==> config.mk <==
export PLATFORM = sky130hd
export DESIGN_NAME = fifo_burst_drain
export DESIGN_NICKNAME = d
export VERILOG_FILES = /design/src/rtl/fifo_burst_drain.sv
export SDC_FILE = /design/constraint.sdc
export NUM_CORES = 1
export LEC_CHECK = 0
export CORE_AREA = 4 4 87 89
export DETAILED_ROUTE_END_ITERATION = 10
export DIE_AREA = 0 0 91 93
export DONT_BUFFER_PORTS = 1
export SYNTH_ARGS = -nofsm -noshare
export SYNTH_HDL_FRONTEND = slang
export SYNTH_SLANG_ARGS = --single-unit
==> constraint.sdc <==
create_clock -name clk -period 3.1 [get_ports clk]
set_clock_uncertainty 0.05 [all_clocks]
set_input_delay 0.62 -clock clk [delete_from_list [all_inputs] [get_ports clk]]
set_output_delay 0.62 -clock clk [all_outputs]
set_load 0.01 [all_outputs]
==> src/rtl/fifo_burst_drain.sv <==
// fifo_burst_drain: pops words from a synchronous FIFO in fixed-length bursts
// and presents them on a valid/ready stream with an m_last frame marker.
// A partial burst is flushed once the FIFO has sat non-empty but short of a
// full burst for TIMEOUT cycles. A 2-entry skid buffer hides the FIFO's
// one-cycle read latency so the stream runs at full rate under backpressure.
//
// Optional build macro: FIFO_BURST_DRAIN_STATS_EN adds stat_bursts and
// stat_flushes counters (16-bit, wrapping) on two extra output ports.
//
// state | meaning
// ------+-----------------------------------------------------------------
// IDLE  | waiting for a full burst in the FIFO or for the flush timeout
// BURST | issuing pops until blen words have been requested
// DRAIN | all pops issued; waiting for the m_last word to be accepted

module fifo_burst_drain #(
    parameter int DATA_WIDTH = 8,
    parameter int CNT_WIDTH  = 5,
    parameter int BURST_LEN  = 4,
    parameter int TIMEOUT    = 16
) (
    input  logic                  clk,
    input  logic                  rst,
    output logic                  fifo_rd_en,
    input  logic [DATA_WIDTH-1:0] fifo_rd_data,
    input  logic                  fifo_empty,
    input  logic [CNT_WIDTH-1:0]  fifo_count,
    output logic                  m_valid,
    input  logic                  m_ready,
    output logic [DATA_WIDTH-1:0] m_data,
    output logic                  m_last,
    output logic                  busy
`ifdef FIFO_BURST_DRAIN_STATS_EN
    ,
    output logic [15:0]           stat_bursts,
    output logic [15:0]           stat_flushes
`endif
);

    localparam int TW = $clog2(TIMEOUT + 1);
    localparam logic [CNT_WIDTH-1:0] BLEN_FULL = CNT_WIDTH'(BURST_LEN);
    localparam logic [TW-1:0]        TMO       = TW'(TIMEOUT);

    typedef enum logic [1:0] {
        IDLE  = 2'd0,
        BURST = 2'd1,
        DRAIN = 2'd2
    } state_t;

    state_t                 state;
    logic [CNT_WIDTH-1:0]   blen;
    logic [CNT_WIDTH-1:0]   issued;
    logic [CNT_WIDTH-1:0]   issued_inc;
    logic [TW-1:0]          timer;

    // skid buffer: entry 0 is the head and drives the stream outputs
    logic [1:0]             occ;
    logic [DATA_WIDTH-1:0]  buf_data0;
    logic [DATA_WIDTH-1:0]  buf_data1;
    logic                   buf_last0;
    logic                   buf_last1;
    logic                   inflight;
    logic                   inflight_last;

    logic                   pop;
    logic [2:0]             credit_used;
    logic [2:0]             credit_lim;

`ifdef FIFO_BURST_DRAIN_STATS_EN
    logic                   flush_burst;
`endif

    assign issued_inc = issued + 1'b1;

    assign m_valid = (occ != 2'd0);
    assign m_data  = buf_data0;
    assign m_last  = m_valid && buf_last0;
    assign busy    = (state != IDLE);
    assign pop     = m_valid && m_ready;

    // Words already held or on their way, less the one leaving this cycle,
    // must leave room for the word a new pop would bring in.
    assign credit_used = {1'b0, occ} + {2'b00, inflight};
    assign credit_lim  = 3'd2 + {2'b00, pop};

    // Pop request: only in BURST, only while words remain owed and the
    // skid buffer is guaranteed a free slot when the data arrives.
    always_comb begin
        fifo_rd_en = 1'b0;
        if (state == BURST) begin
            fifo_rd_en = (issued < blen) && !fifo_empty && (credit_used < credit_lim);
        end
    end

    // Sequencing FSM with burst length latch, issue counter and idle timer.
    always_ff @(posedge clk or posedge rst) begin
        if (rst) begin
            state  <= IDLE;
            blen   <= '0;
            issued <= '0;
            timer  <= '0;
`ifdef FIFO_BURST_DRAIN_STATS_EN
            flush_burst <= 1'b0;
`endif
        end else begin
            case (state)
                IDLE: begin
                    if (fifo_count >= BLEN_FULL) begin
                        blen   <= BLEN_FULL;
                        issued <= '0;
                        timer  <= '0;
                        state  <= BURST;
`ifdef FIFO_BURST_DRAIN_STATS_EN
                        flush_burst <= 1'b0;
`endif
                    end else if (!fifo_empty && (timer == TMO)) begin
                        blen   <= fifo_count;
                        issued <= '0;
                        timer  <= '0;
                        state  <= BURST;
`ifdef FIFO_BURST_DRAIN_STATS_EN
                        flush_burst <= 1'b1;
`endif
                    end else if (fifo_empty) begin
                        timer <= '0;
                    end else if (timer != TMO) begin
                        timer <= timer + 1'b1;
                    end
                end
                BURST: begin
                    if (fifo_empty) begin
                        timer <= '0;
                    end
                    if (fifo_rd_en) begin
                        issued <= issued_inc;
                        if (issued_inc == blen) begin
                            state <= DRAIN;
                        end
                    end
                end
                DRAIN: begin
                    if (fifo_empty) begin
                        timer <= '0;
                    end
                    if (pop && m_last) begin
                        state <= IDLE;
                    end
                end
                default: begin
                    state <= IDLE;
                end
            endcase
        end
    end

    // Skid buffer: capture read data one cycle after each pop, shift on accept.
    always_ff @(posedge clk or posedge rst) begin
        if (rst) begin
            inflight      <= 1'b0;
            inflight_last <= 1'b0;
            occ           <= 2'd0;
            buf_data0     <= '0;
            buf_data1     <= '0;
            buf_last0     <= 1'b0;
            buf_last1     <= 1'b0;
        end else begin
            inflight      <= fifo_rd_en;
            inflight_last <= fifo_rd_en && (issued_inc == blen);
            case ({pop, inflight})
                2'b11: begin
                    if (occ == 2'd1) begin
                        buf_data0 <= fifo_rd_data;
                        buf_last0 <= inflight_last;
                    end else begin
                        buf_data0 <= buf_data1;
                        buf_last0 <= buf_last1;
                        buf_data1 <= fifo_rd_data;
                        buf_last1 <= inflight_last;
                    end
                end
                2'b10: begin
                    buf_data0 <= buf_data1;
                    buf_last0 <= buf_last1;
                    occ       <= occ - 1'b1;
                end
                2'b01: begin
                    if (occ == 2'd0) begin
                        buf_data0 <= fifo_rd_data;
                        buf_last0 <= inflight_last;
                    end else begin
                        buf_data1 <= fifo_rd_data;
                        buf_last1 <= inflight_last;
                    end
                    occ <= occ + 1'b1;
                end
                default: begin
                end
            endcase
        end
    end

`ifdef FIFO_BURST_DRAIN_STATS_EN
    // Count completed bursts by type when their final word is accepted.
    always_ff @(posedge clk or posedge rst) begin
        if (rst) begin
            stat_bursts  <= '0;
            stat_flushes <= '0;
        end else if (pop && m_last) begin
            if (flush_burst) begin
                stat_flushes <= stat_flushes + 1'b1;
            end else begin
                stat_bursts <= stat_bursts + 1'b1;
            end
        end
    end
`endif

endmodule

==> run summary, run 1 <==
Leakage power - 1.22 nW
Worst-path cell chain - inv_1 -> ha_1 -> inv_1 -> nand2_1 -> ha_1 -> o21ai_0 -> a21oi_2 -> mux2_2
Register area - 976 sq um
Area growth from synthesis to layout - 7.27%
Internal - 885 uW
Vias in the first global route - 1,605
Bufs on Longest Clock Path - 2
Slowest cell on the critical path - ha_1
Remaining DRCs - 0
Rows - 30
CTS HTree Levels - 2
Worst-path clk slew - 70 ps
Worst Setup Slack, final - 450 ps
Slew headroom - 46.2%
Initial Util - 34.6%
Fraction of layout cells with a size suffix above 1 - 12.6%
Initial antenna violation count - 0
Endpoints failing setup - 0
Die X - 91 um
First-pass GRT wire length - 7.81 mm
Detail Route Antenna Nets - 0
Die height - 93 um
CP max stage delay - 440 ps
Worst skew pair latency - 290 ps
Worst min-delay path class - in -> async
Portion of total power attributed to sequential cells - 48.3%
Post-CTS Resized - 0
Met1 usage - 14.5%
Slew at the pin closest to its max-slew limit - 806 ps
Post-CTS setup buffer count - 0
Post-synth EDFFs - 0
Clk sinks - 39
Syn_area_per_cell - 10.7 sq um
Worst setup EP type - flop
Placer Congestion - 0.790
Core Util, Final - 37.1%
Placed Cells - 294
Max-slew violation count - 0
Type of origin of the critical path - flop
# IOs - 29
RSZ-0062 raised after global routing - false
Logic pwr share - 27.1%
Yosys warnings - 0
Post-Syn Area - 0.00234 sq mm
#FFs+latches synth - 39
All-Layer GR Usage - 11.6%
Tcrit/Tclk final - 85.5%
Iteration-0 DRC count of the detailed router - 94
Diodes inserted - 0
Sum of negative setup slack - 0 ps
DIE AREA - 0.00846 sq mm
Sequential area share after synthesis - 41.7%
CP Class - reg -> reg
Cell Area, Placed - 0.00243 sq mm
Mapped Cells - 219
CTS tree - done
DP HPWL - 3.46 mm
Total iterations of the first detailed-routing run - 4
Vias/cell - 5.43
Hold_buf cts - 0
Multi-input gate area - 0.00125 sq mm
Crit path time final - 2650 ps
Routed vias - 1,639
Grt met2 use - 18.8%
Layout Cells excl Fill - 302
PortBufs - 0
Sw Share - 33.3%
Layer with the highest usage - met2
CP top delay family - adder cells
Overflow after GRT - 0
Fillcell total - 685
Synthesized net count - 255
Met3 Use GR - 2.57%
Top FF cell, synth - dfrtp_1
Share of flip-flops with an asynchronous set or reset - 100%
Commonest non-fill, non-tap cell in the layout - dfrtp_1
Root buffer cell - clkbuf_8
Core area - 0.00676 sq mm
Distinct cells, synth - 45
Crit Path Max Fanout - 11
Pwr Density - 529 mW/mm^2
Mean routed wirelength per cell - 15.2 um
WP data arrival - 2780 ps
Most frequent cells in the layout - dfrtp_1, inv_1, ha_1
Worst endpoint required time - 3230 ps
Final Hold Vio Count - 0
Cts bufs inserted - 5
Status - finished, final reports clean
Pre-CTS setup slack - 461 ps
Final instance area - 0.00251 sq mm
# nets final - 257
WP buf/inv - 2
WL final - 4.60 mm
Switch Pwr - 442 uW
Fmax - 377 MHz
Max-Cap Viols - 0
Largest net degree at the start of global routing - 21
Max IR drop VDD - 0.000158 V
Clk pwr share - 24.7%
==> synth_stat cells, types with 3 or more instances <==
| cell | instances | area [sq um] |
|---|---|---|
| a21o_1 | 8 | 60.1 |
| a211oi_1 | 9 | 67.6 |
| a221oi_1 | 7 | 61.3 |
| mux2_2 | 10 | 113 |
| nand2b_1 | 5 | 31.3 |
| nand2_1 | 11 | 41.3 |
| nand3_1 | 5 | 25.0 |
| inv_1 | 22 | 82.6 |
| clkbuf_1 | 5 | 18.8 |
| ha_1 | 19 | 238 |
| xor2_1 | 5 | 43.8 |
| o21ai_0 | 9 | 45.0 |
| mux2i_1 | 8 | 80.1 |
| dfrtp_1 | 39 | 976 |
| nor2_1 | 6 | 22.5 |
| a22o_1 | 8 | 70.1 |
| a31oi_1 | 3 | 18.8 |
| buf_2 | 3 | 15.0 |
| a21oi_1 | 4 | 20.0 |
==> flip-flops by register name, summed over array words and instances, names as in the netlist <==
name and cells:
buf_last1 1, m_data 8, buf_data1 8, state 2, timer 5, blen 5
buf_last0 1, inflight 1, inflight_last 1, occ 2, issued 5
==> routing by layer <==
metal  vias to the layer above  wire length [um]
li1                        803                 -
met1                       809              2130
met2                        21              2240
met3                         6               140
met4                         0                85
met5                         -                 0
==> metrics by stage <==
step / power (mW) / hold WS [ps]
after floorplan: 0.937 / 414
after detailed placement: 1.02 / 447
final: 1.33 / 296
after CTS: 1.35 / 313
after global routing: 1.42 / 342
after global placement: 1.01 / 440
==> kinds of logic after synthesis <==
logic type	after synthesis	share of synthesized area [%]
muxes	18	8.24
adders and majority gates	19	10.2
DFF	39	41.7
and+or+nand+nor	38	9.36
buffers and inverters	30	4.97
AOI/OAI and AO/OA	67	22.0
xor gates and xnor gates	8	3.58
==> power by group through the flow <==
stage          logic (mW)  clock network [mW]  registers (mW)
2_1_floorplan       0.301                   0           0.637
3_3_place_gp        0.361                   0           0.650
3_5_place_dp        0.365                   0           0.654
4_1_cts             0.367               0.342           0.643
5_1_grt             0.406               0.361           0.652
6_report            0.359               0.327           0.640
==> final cells by class <==
cell class | count | area share, %
Multi-Input combinational cell | 150 | 49.7
Sequential cell | 39 | 38.9
Tap cell | 80 | 3.99
Inverter | 22 | 3.29
Clock buffer | 7 | 3.04
Timing Repair Buffer | 3 | 0.897
Clock inverter | 1 | 0.199
==> final timing paths <==
kind	endpoint	slack, ps	start	depth (start not counted)
min in group clk	timer[0]$_DFFE_PP0P_	370	fifo_empty	1
setup / recovery	buf_data1[6]$_DFFE_PP0P_	450	occ[0]$_DFFE_PP0N_	8
setup reg to reg	buf_data1[6]$_DFFE_PP0P_	450	occ[0]$_DFFE_PP0N_	8
hold / removal	timer[3]$_DFFE_PP0P_	300	rst	1
max in group asynchronous	issued[1]$_DFFE_PP0P_	1970	rst	2
hold reg to reg	buf_data1[7]$_DFFE_PP0P_	460	buf_data1[7]$_DFFE_PP0P_	1
No activity file was read; power rests on OpenSTA's default activity.
==> run 2, diff against run 1 <==
Settings changed: ABC_CLOCK_PERIOD_IN_PS set to 3100, SLEW_MARGIN set to 25.
==> results of run 2 <==
Same layout as run 1: the final DEF is identical, and so are final timing and power.
